[config.mk]
export PLATFORM = sky130hd
export DESIGN_NAME = cpu_reg_latch_dec
export DESIGN_NICKNAME = d
export VERILOG_FILES = /design/src/rtl/cpu_reg_latch_dec_pkg.sv /design/src/rtl/cpu_reg_latch_dec_phi2_sync.sv /design/src/rtl/cpu_reg_latch_dec.sv
export SDC_FILE = /design/constraint.sdc
export NUM_CORES = 1
export LEC_CHECK = 0
export BUFFER_PORTS_ARGS = -buffer_cell sky130_fd_sc_hd__buf_4
export CORE_ASPECT_RATIO = 1.2
export CORE_UTILIZATION = 53
export DETAILED_ROUTE_END_ITERATION = 6
export GPL_ROUTABILITY_DRIVEN = 0
export PLACE_DENSITY = 0.9
export SYNTH_ARGS = -nofsm -noshare
export SYNTH_HDL_FRONTEND = slang
export SYNTH_HIERARCHICAL = 1
export SYNTH_SLANG_ARGS = --single-unit
[constraint.sdc]
create_clock -name hsclk -period 2.8 [get_ports hsclk]
set_input_delay 0.14 -clock hsclk [delete_from_list [all_inputs] [get_ports hsclk]]
set_output_delay 0.14 -clock hsclk [all_outputs]
set_load 0.01 [all_outputs]
[src/rtl/cpu_reg_latch_dec_pkg.sv]
// Shared definitions for the CPU bus register decoder: FSM encodings, index
// width helper and the flat-vector slice macro used by the top level.
`ifndef CPU_REG_LATCH_DEC_PKG_SV
`define CPU_REG_LATCH_DEC_PKG_SV

// Element idx of width w inside a flat packed vector.
`define CRLD_SLICE(vec, idx, w) vec[(idx)*(w) +: (w)]

package cpu_reg_latch_dec_pkg;

    typedef enum logic [1:0] {
        ST_IDLE   = 2'd0,
        ST_HIGH   = 2'd1,
        ST_COMMIT = 2'd2
    } crld_state_t;

    localparam int MAX_REGS = 8;

    function automatic int idx_width(input int n);
        return (n > 1) ? $clog2(n) : 1;
    endfunction

endpackage

`endif

[src/rtl/cpu_reg_latch_dec_phi2_sync.sv]
// Synchroniser for the CPU phase-2 clock into the hsclk domain.
// o_s0 is the first flop, o_ps the last, o_pd is o_ps delayed one hsclk.
module cpu_reg_latch_dec_phi2_sync #(
    parameter int SYNC_STAGES = 2
) (
    input  logic hsclk,
    input  logic reset,
    input  logic cpu_phi2,
    output logic o_s0,
    output logic o_ps,
    output logic o_pd
);

    logic [SYNC_STAGES-1:0] r_sync;
    logic                   r_pd;

    always_ff @(posedge hsclk or posedge reset) begin
        if (reset) begin
            r_sync <= '0;
            r_pd   <= 1'b0;
        end else begin
            r_sync <= {r_sync[SYNC_STAGES-2:0], cpu_phi2};
            r_pd   <= r_sync[SYNC_STAGES-1];
        end
    end

    assign o_s0 = r_sync[0];
    assign o_ps = r_sync[SYNC_STAGES-1];
    assign o_pd = r_pd;

endmodule

[src/rtl/cpu_reg_latch_dec.sv]
// Decodes write-only board registers from the 65816 bus, committing each write
// at the end of the phi2 cycle, with optional write-once lock and readback.
module cpu_reg_latch_dec
    import cpu_reg_latch_dec_pkg::*;
#(
    parameter int                         ADDR_W      = 16,
    parameter int                         DATA_W      = 8,
    parameter int                         NUM_REGS    = 4,
    parameter logic [NUM_REGS*ADDR_W-1:0] REG_ADDRS   = {16'hFE41, 16'hFE40, 16'hFE34, 16'hFE30},
    parameter logic [NUM_REGS*DATA_W-1:0] REG_RESET   = {8'h80, 8'h0F, 8'h00, 8'h00},
    parameter logic [NUM_REGS-1:0]        LOCK_MASK   = '0,
    parameter int                         SYNC_STAGES = 2
) (
    input  logic                         hsclk,
    input  logic                         reset,
    input  logic                         cpu_phi2,
    input  logic                         cpu_vda,
    input  logic                         cpu_rnw,
    input  logic [ADDR_W-1:0]            cpu_a,
    input  logic [DATA_W-1:0]            cpu_d,
    output logic [NUM_REGS*DATA_W-1:0]   reg_q,
    output logic [NUM_REGS-1:0]          wr_stb,
    output logic [NUM_REGS-1:0]          locked,
    output logic                         rd_oe,
    output logic [DATA_W-1:0]            rd_data,
    output logic [1:0]                   dbg_state
);

    localparam int IDX_W = idx_width(NUM_REGS);

    // Synchronised phi2 views
    logic w_s0;
    logic w_ps;
    logic w_pd;

    // Bus hold registers, loaded while phi2 (first sync stage) is high
    logic [ADDR_W-1:0] r_a_h;
    logic [DATA_W-1:0] r_d_h;
    logic              r_vda_h;
    logic              r_rnw_h;

    crld_state_t                 r_state;
    logic [NUM_REGS*DATA_W-1:0]  r_reg_q;
    logic [NUM_REGS-1:0]         r_wr_stb;
    logic [NUM_REGS-1:0]         r_locked;
    logic                        r_rd_oe;
    logic [DATA_W-1:0]           r_rd_data;
    logic [IDX_W-1:0]            r_cmt_idx;
    logic [DATA_W-1:0]           r_cmt_data;

    logic [NUM_REGS-1:0]         w_hit;
    logic                        w_any_hit;
    logic [IDX_W-1:0]            w_win_idx;
    logic [DATA_W-1:0]           w_win_q;

    cpu_reg_latch_dec_phi2_sync #(
        .SYNC_STAGES (SYNC_STAGES)
    ) u_phi2_sync (
        .hsclk    (hsclk),
        .reset    (reset),
        .cpu_phi2 (cpu_phi2),
        .o_s0     (w_s0),
        .o_ps     (w_ps),
        .o_pd     (w_pd)
    );

    always_ff @(posedge hsclk or posedge reset) begin
        if (reset) begin
            r_a_h   <= '0;
            r_d_h   <= '0;
            r_vda_h <= 1'b0;
            r_rnw_h <= 1'b0;
        end else if (w_s0) begin
            r_a_h   <= cpu_a;
            r_d_h   <= cpu_d;
            r_vda_h <= cpu_vda;
            r_rnw_h <= cpu_rnw;
        end
    end

    always_comb begin
        w_hit = '0;
        for (int i = 0; i < NUM_REGS; i++) begin
            w_hit[i] = r_vda_h && (r_a_h == `CRLD_SLICE(REG_ADDRS, i, ADDR_W));
        end
    end

    assign w_any_hit = |w_hit;

    // Scan from the top so the lowest matching index is the last one written.
    always_comb begin
        w_win_idx = '0;
        w_win_q   = '0;
        for (int i = NUM_REGS - 1; i >= 0; i--) begin
            if (w_hit[i]) begin
                w_win_idx = IDX_W'(i);
                w_win_q   = `CRLD_SLICE(r_reg_q, i, DATA_W);
            end
        end
    end

    always_ff @(posedge hsclk or posedge reset) begin
        if (reset) begin
            r_state    <= ST_IDLE;
            r_reg_q    <= REG_RESET;
            r_wr_stb   <= '0;
            r_locked   <= '0;
            r_rd_oe    <= 1'b0;
            r_rd_data  <= '0;
            r_cmt_idx  <= '0;
            r_cmt_data <= '0;
        end else begin
            r_wr_stb  <= '0;
            r_rd_oe   <= 1'b0;
            r_rd_data <= '0;
            case (r_state)
                ST_IDLE: begin
                    if (w_ps) begin
                        r_state <= ST_HIGH;
                    end
                end
                ST_HIGH: begin
                    if (w_any_hit && r_rnw_h) begin
                        r_rd_oe   <= 1'b1;
                        r_rd_data <= w_win_q;
                    end
                    if (!w_ps && w_pd) begin
                        // Target and data are frozen here so a quick phi2 return
                        // reloading the hold registers cannot alter the commit.
                        if (r_vda_h && !r_rnw_h && w_any_hit) begin
                            r_state    <= ST_COMMIT;
                            r_cmt_idx  <= w_win_idx;
                            r_cmt_data <= r_d_h;
                        end else begin
                            r_state <= ST_IDLE;
                        end
                    end
                end
                ST_COMMIT: begin
                    for (int i = 0; i < NUM_REGS; i++) begin
                        if ((r_cmt_idx == IDX_W'(i)) && !(LOCK_MASK[i] && r_locked[i])) begin
                            `CRLD_SLICE(r_reg_q, i, DATA_W) <= r_cmt_data;
                            r_wr_stb[i] <= 1'b1;
                            r_locked[i] <= LOCK_MASK[i];
                        end
                    end
                    r_state <= w_ps ? ST_HIGH : ST_IDLE;
                end
                default: begin
                    r_state <= ST_IDLE;
                end
            endcase
        end
    end

    assign reg_q     = r_reg_q;
    assign wr_stb    = r_wr_stb;
    assign locked    = r_locked;
    assign rd_oe     = r_rd_oe;
    assign rd_data   = r_rd_data;
    assign dbg_state = r_state;

endmodule
==> impl_metrics.tcl, run 1 <==
set metrics [dict create \
    outcome "finished clean" \
    core_mm2 0.00645 \
    drc_errors 0 \
    hold_path.class "in -> reg" \
    finalSetupViolations 0 \
    drt_first_iter_violations 324 \
    finalCritPeriodShare 0.874 \
    layout.nets 380 \
    tightestPinTransition_ns 0.809 \
    clockBufferDepth 2 \
    worstSetupEndpointType "flip-flop" \
    relSlewSlack 0.460 \
    power.net_switching_w 0.000550 \
    layout_commonest_cell "buf_4" \
    io_pins 80 \
    hold_violations 0 \
    wl_um 8340 \
    r2r-end "rd_data[6]$_DFF_PP0_" \
    syn_avg_cell_area_um2 14.2 \
    seq_area_frac_synth 0.607 \
    peakVddDrop_uv 406 \
    seq_power_share 0.533 \
    synth_seq_cells 86 \
    diodes 0 \
    fill_cells 417 \
    path_class "reg -> reg" \
    synthDistinctLibCells 39 \
    ctsHoldBuffers 11 \
    cts.sinks 86 \
    grt_max_degree 48 \
    rsz0062_at_grt "false" \
    grt_pass1_vias 2615 \
    vias 2608 \
    grt_overflow_total 0 \
    dr.pass1.iters 6 \
    die-area_mm2 0.00704 \
    place_ws_ns 0.401 \
    drive_above_1_share 0.399 \
    r2r-start "r_a_h[1]$_DFFE_PP0P_" \
    grt_pass1_wl_um 13400 \
    clock_latency_ns 0.37 \
    p_per_area_mw_per_mm2 536 \
    reg2reg_depth 4 \
    whs_path_depth 2 \
    synth_area_mm2 0.00356 \
    h-tree-depth 3 \
    hpwl_um 5740 \
    power.leakage_nw 2.27 \
    min_to "r_a_h[9]$_DFFE_PP0P_" \
    area_growth_pct 29.8 \
    postCtsSetupRepairBufs 0 \
    die_w_um 76.8 \
    timing.final.ws_setup_ns 0.351 \
    p_comb_frac 0.066 \
    ant_nets 0 \
    whs_ns 0.00546 \
    hold_start "cpu_a[9]" \
    worstPathArrival_ns 2.72 \
    wl_per_cell_um 18.9 \
    p_int_w 0.00192 \
    multiInputGateArea_mm2 0.00132 \
    drv_slew 0 \
    cap_violations 0 \
    required_ns 3.07 \
    fin_setup_tns_ns 0 \
    die_height_um 91.7 \
    clkPwrFrac 0.401 \
    r2r_setup_slack_ns 0.35 \
    cts_tree "built" \
    design_area_mm2 0.00461 \
    antenna_found_initial 0 \
    post-route-min-period_ns 2.45 \
    vias_per_cell 5.91 \
    grtUsageTotal 0.257 \
    clk_pin_slew_ns 0.08 \
    cp_max_fo 12 \
    place_area_mm2 0.00426 \
    critical_path.startpoint_type "flip-flop" \
    netSwitchingFraction 0.223 \
    mostFrequentLayoutCells "buf_4 (88), dfrtp_1 (81), mux2_1 (41), mux2_2 (26), dlygate4sd3_1 (12)" \
    num_rows 32 \
    register_area_mm2 0.00216 \
    cts_root_buffer "clkbuf_8" \
    max_freq_mhz 408 \
    yosys_warnings 6 \
    finalClockSkew_ns 0.00478 \
    port_buffers 75 \
    cts_buffers 9 \
    start_util 0.552 \
    cts_resized 0 \
    syn_inst 251 \
]
## worst max-delay path, cell delays in order, from the launching register on
cell      delay [ns]
dfrtp_1         0.41
or3b_4          0.43
or4_4           0.61
or3_1           0.58
a311oi_2        0.32
## per-layer routing
| metal | part of all wire | up-vias | wire length (µm) | track usage |
|---|---|---|---|---|
| met5 | 0 | - | 0 | 0 |
| met4 | 0.025 | 0 | 209 | 0.143 |
| met3 | 0.062 | 16 | 516 | 0.0378 |
| met2 | 0.53 | 131 | 4410 | 0.443 |
| met1 | 0.38 | 1328 | 3210 | 0.307 |
| li1 | - | 1133 | - | - |
## flip-flops by register name, indices dropped and copies added, names as in the netlist
register            cells
wr_stb                  4
reg_q                  32
rd_oe                   1
r_cmt_data              8
r_vda_h                 1
r_d_h                   8
u_phi2_sync/r_sync      2
r_cmt_idx               2
r_rnw_h                 1
u_phi2_sync/o_pd        1
dbg_state               2
r_a_h                  16
rd_data                 8
## kinds of logic after synthesis
| kind of cell | after synthesis | share of synthesized area |
|---|---|---|
| compound gates | 21 | 0.0517 |
| buf+inv | 19 | 0.0260 |
| flops | 86 | 0.607 |
| mux | 68 | 0.215 |
| other cells | 1 | 0.00105 |
| simple gates | 56 | 0.0992 |
## worst max-delay path by stage
stage,slack (ns),endpoint,from,cells past startpoint
2_1_floorplan,0.53,dbg_state[0]$_DFFE_PP0P_,reset,1
3_3_place_gp,0.45,r_cmt_idx[0]$_DFFE_PP0P_,r_a_h[1]$_DFFE_PP0P_,5
3_5_place_dp,0.40,r_cmt_data[4]$_DFFE_PP0P_,r_a_h[1]$_DFFE_PP0P_,5
4_1_cts,0.36,r_cmt_data[4]$_DFFE_PP0P_,r_a_h[1]$_DFFE_PP0P_,5
5_1_grt,0.28,rd_data[6]$_DFF_PP0_,r_a_h[1]$_DFFE_PP0P_,4
6_report,0.35,rd_data[6]$_DFF_PP0_,r_a_h[1]$_DFFE_PP0P_,4
## Yosys cell counts
library cell | count | area [µm²]
nor4b_2 | 1 | 15.0
nand4b_1 | 1 | 8.76
or3b_4 | 1 | 11.3
dfstp_2 | 5 | 131
nor3b_1 | 3 | 22.5
a41oi_1 | 1 | 8.76
inv_2 | 1 | 3.75
a2bb2oi_1 | 1 | 8.76
a311oi_1 | 6 | 52.6
nor2_1 | 8 | 30.0
clkbuf_1 | 5 | 18.8
dfrtp_1 | 81 | 2030
or3_1 | 1 | 6.26
a221oi_2 | 1 | 15.0
or3b_1 | 1 | 8.76
nor4bb_1 | 1 | 10.0
nand2b_1 | 1 | 6.26
inv_1 | 4 | 15.0
mux2_1 | 41 | 462
nor4b_1 | 2 | 17.5
mux2i_1 | 1 | 10.0
a21oi_1 | 3 | 15.0
buf_4 | 5 | 37.5
buf_1 | 2 | 7.51
a2111oi_0 | 7 | 61.3
a22oi_1 | 1 | 7.51
nor2b_1 | 4 | 25.0
nor4_1 | 1 | 6.26
nand2_1 | 4 | 15.0
conb_1 | 1 | 3.75
mux2_2 | 26 | 293
or4_4 | 1 | 11.3
or4bb_1 | 1 | 11.3
a311oi_2 | 1 | 15.0
nand3_1 | 10 | 50.1
and3_1 | 6 | 37.5
buf_2 | 2 | 10.0
nand4_1 | 8 | 50.1
and4b_1 | 1 | 10.0
## power groups by stage
stage | Clock, W | Sequential (W) | Combinational [W]
after floorplan | 0 | 0.00133 | 0.000101
after global placement | 0 | 0.00134 | 0.000145
after detailed placement | 0 | 0.00134 | 0.000150
after CTS | 0.00100 | 0.00132 | 0.000163
after global routing | 0.00105 | 0.00132 | 0.000178
final | 0.000991 | 0.00132 | 0.000163
## per-stage QoR
stage          cells  utilization  total power [W]
2_1_floorplan    254            -          0.00143
3_3_place_gp     413        0.661          0.00148
3_5_place_dp     413        0.661          0.00149
4_1_cts          440        0.714          0.00248
5_1_grt          441        0.716          0.00255
6_report         441        0.716          0.00247
## area by class of cell
class                   count  area share
flip-flops and latches     86       0.468
well taps                  85      0.0230
clock inverters             5      0.0176
multi-input cells         149       0.285
clock buffers              11      0.0328
repair buffers            100       0.169
inverters                   5     0.00434
(Power assumes the default switching activity.)
==> run 2: changes to the inputs <==
Settings changed: CORE_UTILIZATION 53 to 55, PLACE_DENSITY 0.9 to 0.93.
Clock period 2.8 ns to 2.9 ns, I/O delays scaled along.
==> run 2 against run 1 <==
  * Via count fell by 4.6%
  * Routed wire length shrank 5.3%
  * Sequential power is 3% lower
  * Critical path type unchanged
  * Flip-flop and latch count did not move
  * Sequential share of layout area up 1.5 points
  * Power is 6.2% lower
==> impl_metrics.tcl, run 2 (same netlist as run 1, synthesis figures left out) <==
set metrics [dict create \
    outcome "finished clean" \
    required_ns 3.14 \
    peakVddDrop_uv 560 \
    cp-endpoint "rd_data[5]$_DFF_PP0_" \
    cts_resized 0 \
    mostFrequentLayoutCells "buf_4 (85), dfrtp_1 (81), mux2_1 (41), mux2_2 (26)" \
    cap_violations 0 \
    vias_per_cell 5.85 \
    cts.sinks 86 \
    register_area_mm2 0.00216 \
    fin_setup_tns_ns 0 \
    slowest_stage "or4_4" \
    r2r-start "r_a_h[1]$_DFFE_PP0P_" \
    finalCritPeriodShare 0.831 \
    start_util 0.580 \
    post-route-min-period_ns 2.41 \
    place_ws_ns 0.492 \
    power.leakage_nw 2.21 \
    cp_max_fo 12 \
    r2r-end "rd_data[5]$_DFF_PP0_" \
    io_pins 80 \
    reg2reg_depth 4 \
    finalSetupViolations 0 \
    relSlewSlack 0.322 \
    multiInputGateArea_mm2 0.00132 \
    largest_reg_flops 32 \
    grt_pass1_vias 2535 \
    cts_tree "built" \
    area_growth_pct 25.7 \
    place_inst 407 \
    drt_first_iter_violations 272 \
    max_freq_mhz 415 \
    path_cells "or3b_4 -> or4_4 -> or3_1 -> a311oi_1" \
    num_rows 31 \
    path_class "reg -> reg" \
    wl_um 7900 \
    finalClockSkew_ns 0.00819 \
    grt_pass1_wl_um 12800 \
    fill_cells 419 \
    clk_pin_slew_ns 0.08 \
    timing.final.ws_setup_ns 0.489 \
    dr.pass1.iters 5 \
    layout_commonest_cell "buf_4" \
    worstSetupEndpointType "flip-flop" \
    worstPathArrival_ns 2.65 \
    hold_violations 0 \
    port_buffers 75 \
    grtUsageTotal 0.258 \
    critPathLaunch "r_a_h[1]$_DFFE_PP0P_" \
    p_per_area_mw_per_mm2 518 \
    power_w 0.00232 \
    r2r_setup_slack_ns 0.49 \
    hpwl_um 5470 \
    drv_slew 0 \
    die_w_um 75.4 \
    hold_path.class "in -> reg" \
    cpPeakStageDelay_ns 0.61 \
    drive_above_1_share 0.399 \
    core_mm2 0.00613 \
    cts_buffers 9 \
    fin_cells 425 \
    die_height_um 90.1 \
    clock_latency_ns 0.35 \
    h-tree-depth 3 \
    hold_start "cpu_d[7]" \
    ant_nets 0 \
    wl_per_cell_um 18.6 \
    layout.nets 367 \
    rsz0062_at_grt "false" \
    cts_root_buffer "clkbuf_8" \
    antenna_found_initial 0 \
    critical_path.startpoint_type "flip-flop" \
    diodes 0 \
    tightestPinTransition_ns 1.02 \
    clockBufferDepth 2 \
    ctsHoldBuffers 2 \
    grt_max_degree 84 \
    grt_overflow_total 0 \
    drc_errors 0 \
    die-area_mm2 0.00679 \
    postCtsSetupRepairBufs 0 \
    vias 2487 \
]
-- run 2: cell types whose count changed in the layout (fill, tap and decap cells not counted) --
cell,delta
dlygate4sd3_1,-10
clkinvlp_4,-1
clkbuf_8,-1
buf_4,-3
clkinv_2,+1
clkinv_4,-1
clkbuf_1,+2
-- run 2: how the worst min path moves through the flow --
stage / cells past startpoint / to / slack [ns]
2_1_floorplan: 1 / u_phi2_sync/o_pd$_DFF_PP0_ / -0.10
3_3_place_gp: 2 / u_phi2_sync/r_sync[0]$_DFF_PP0_ / 0.04
3_5_place_dp: 2 / u_phi2_sync/o_pd$_DFF_PP0_ / 0.05
4_1_cts: 2 / r_d_h[7]$_DFFE_PP0P_ / 0.008
5_1_grt: 2 / r_a_h[8]$_DFFE_PP0P_ / 0.007
6_report: 2 / r_d_h[7]$_DFFE_PP0P_ / 0.02
-- run 2: layout make-up --
class                           count  share of cell area
Clock inverter                      4              0.0157
Clock buffer                       12              0.0325
Multi-Input combinational cell    149               0.294
Sequential cell                    86               0.483
Tap cell                           82              0.0229
Timing Repair Buffer               87               0.147
Inverter                            5             0.00448
-- run 2: where the power goes --
part	internal (W)	switching [W]
clock network	0.000507	0.000395
registers	0.00124	0.0000400
logic	0.0000747	0.0000634
total	0.00182	0.000498
-- run 2: stage by stage --
step                hold WS [ns]  cell area (µm²)   util
floorplan                 -0.101             3570      -
finish                    0.0234             4470  0.729
global route             0.00745             4470  0.729
detailed placement        0.0459             4240  0.691
CTS                      0.00841             4470  0.729
global placement          0.0356             4240  0.691
-- run 2: worst max-delay path, delay by kind of cell, from the launching register on --
kind | cells | cell delay [ns]
and+or+nand+nor | 3 | 1.60
AOI/OAI and AO/OA | 1 | 0.31
DFF | 1 | 0.40
-- run 2: routing by layer --
| layer | global-route usage | up-vias | part of all wire |
|---|---|---|---|
| li1 | - | 1100 | - |
| met1 | 0.326 | 1219 | 0.38 |
| met2 | 0.400 | 142 | 0.50 |
| met3 | 0.0807 | 26 | 0.086 |
| met4 | 0.120 | 0 | 0.029 |
| met5 | 0 | - | 0 |
==> run 3: changes to the inputs <==
Settings changed: CORE_UTILIZATION 55 to 53, PLACE_DENSITY 0.93 to 0.9.
Clock period 2.9 ns to 2.43 ns, I/O delays scaled along.
==> run 3 against run 2 <==
  * Sequential share of layout area is 1.9 points lower
  * Die area is 3.7% higher
  * Hold slack worse by 0.014 ns
  * Critical path depth is 1 higher
  * Flip-flop and latch count stayed put
  * Clock skew is 0.0021 ns higher
  * Combinational power is 46% higher
  * Core utilization is 0.74 points lower
  * Power is 17% higher
==> impl_metrics.tcl, run 3 (same netlist as run 1, synthesis figures left out) <==
set metrics [dict create \
    start_util 0.552 \
    crit_cells 5 \
    rsz0062_at_grt "false" \
    relSlewSlack 0.602 \
    crit_buf_inv 1 \
    vias_per_cell 5.77 \
    critPathTopFamily "simple AND/OR/NAND/NOR gates" \
    worstSetupEndpointType "flip-flop" \
    seq_power_share 0.560 \
    cts_resized 0 \
    cts.sinks 86 \
    drive_above_1_share 0.390 \
    num_rows 32 \
    drc_errors 0 \
    grt_max_degree 50 \
    area_growth_pct 30.9 \
    r2r-end "r_cmt_data[4]$_DFFE_PP0P_" \
    largest_reg_flops 32 \
    critPathLaunch "r_a_h[1]$_DFFE_PP0P_" \
    die-area_mm2 0.00704 \
    timing.final.ws_setup_ns 0.125 \
    cts_root_buffer "clkbuf_8" \
    cp-endpoint "r_cmt_data[4]$_DFFE_PP0P_" \
    finalCritPeriodShare 0.949 \
    die_w_um 76.8 \
    finalSetupViolations 0 \
    h-tree-depth 3 \
    drt_first_iter_violations 210 \
    finish.utilization 0.722 \
    grtUsageTotal 0.252 \
    max_freq_mhz 434 \
    required_ns 2.66 \
    register_area_mm2 0.00216 \
    wl_per_cell_um 18.2 \
    r2r-start "r_a_h[1]$_DFFE_PP0P_" \
    clk_pin_slew_ns 0.08 \
    whs_ns 0.00956 \
    grt_overflow_total 0 \
    cp_max_fo 5 \
    hold_violations 0 \
    power.net_switching_w 0.000594 \
    r2r_setup_slack_ns 0.12 \
    layout.nets 386 \
    fin_setup_tns_ns 0 \
    netSwitchingFraction 0.219 \
    reg2reg_depth 5 \
    dr.pass1.iters 5 \
    p_per_area_mw_per_mm2 582 \
    ant_nets 0 \
    fill_cells 418 \
    cts_tree "built" \
    die_height_um 91.7 \
    finalClockSkew_ns 0.0103 \
    power_w 0.00271 \
    hold_path.class "in -> reg" \
    postCtsSetupRepairBufs 0 \
    cts_buffers 9 \
    vias 2580 \
    outcome "finished clean" \
    tightestPinTransition_ns 0.597 \
    peakVddDrop_uv 482 \
    critical_path.startpoint_type "flip-flop" \
    slowest_stage "or4_4" \
    cap_violations 0 \
    grt_pass1_vias 2701 \
    ctsHoldBuffers 17 \
    grt_pass1_wl_um 13500 \
    layout_commonest_cell "buf_4" \
    p_int_w 0.00211 \
    post-route-min-period_ns 2.31 \
    clockBufferDepth 2 \
    port_buffers 75 \
    p_comb_frac 0.075 \
    drv_slew 0 \
    clock_latency_ns 0.35 \
    cpPeakStageDelay_ns 0.53 \
    path_class "reg -> reg" \
    place_ws_ns 0.132 \
    path_cells "or3b_4 -> or4_4 -> nor3b_1 -> buf_4 -> mux2_1" \
    io_pins 80 \
    worstPathArrival_ns 2.53 \
    diodes 0 \
    power.leakage_nw 2.29 \
    multiInputGateArea_mm2 0.00132 \
    antenna_found_initial 0 \
    wl_um 8120 \
    clkPwrFrac 0.366 \
    core_mm2 0.00645 \
    hpwl_um 5620 \
    mostFrequentLayoutCells "buf_4 (87), dfrtp_1 (81), mux2_1 (41), mux2_2 (26), dlygate4sd3_1 (18)" \
]
==> run 3: cell types whose count changed in the layout (fill, tap and decap cells not counted), sizes merged <==
cell	delta
buf	+3
dlygate4sd3	+16
clkinv	+1
bufinv	-1
==> run 3: power groups by stage <==
stage	Sequential, W	Combinational (W)	Clock (W)
2_1_floorplan	0.00153	0.000117	0
3_3_place_gp	0.00154	0.000175	0
3_5_place_dp	0.00154	0.000179	0
4_1_cts	0.00152	0.000201	0.00101
5_1_grt	0.00152	0.000221	0.00107
6_report	0.00152	0.000202	0.000990
==> run 3: worst min path at each step <==
stage | start | to | slack [ns] | cells past startpoint
global placement | reset | u_phi2_sync/r_sync[0]$_DFF_PP0_ | 0.01 | 2
detailed placement | reset | u_phi2_sync/o_pd$_DFF_PP0_ | 0.01 | 2
CTS | cpu_d[0] | r_d_h[0]$_DFFE_PP0P_ | 0.0004 | 2
finish | cpu_a[15] | r_a_h[15]$_DFFE_PP0P_ | 0.01 | 2
floorplan | reset | u_phi2_sync/o_pd$_DFF_PP0_ | -0.12 | 1
global route | cpu_a[4] | r_a_h[4]$_DFFE_PP0P_ | 0.004 | 2
==> run 3: layer usage <==
metal / share of wire / vias up / wire, µm / global-route usage
met5: 0 / - / 0 / 0
li1: - / 1139 / - / -
met3: 0.070 / 27 / 567 / 0.0458
met4: 0.031 / 0 / 255 / 0.131
met2: 0.52 / 143 / 4220 / 0.422
met1: 0.38 / 1271 / 3070 / 0.310
==> run 3: stage by stage <==
step,area [µm²],std cells
2_1_floorplan,3570,254
3_3_place_gp,4270,413
3_5_place_dp,4270,413
4_1_cts,4640,446
5_1_grt,4650,447
6_report,4650,447
==> run 3: area by class of cell <==
cell class              instances  area share
clock inverters                 4     0.00968
flip-flops and latches         86       0.464
repair buffers                106       0.183
clock buffers                  12      0.0333
well taps                      85      0.0228
inverters                       5     0.00430
multi-input cells             149       0.283
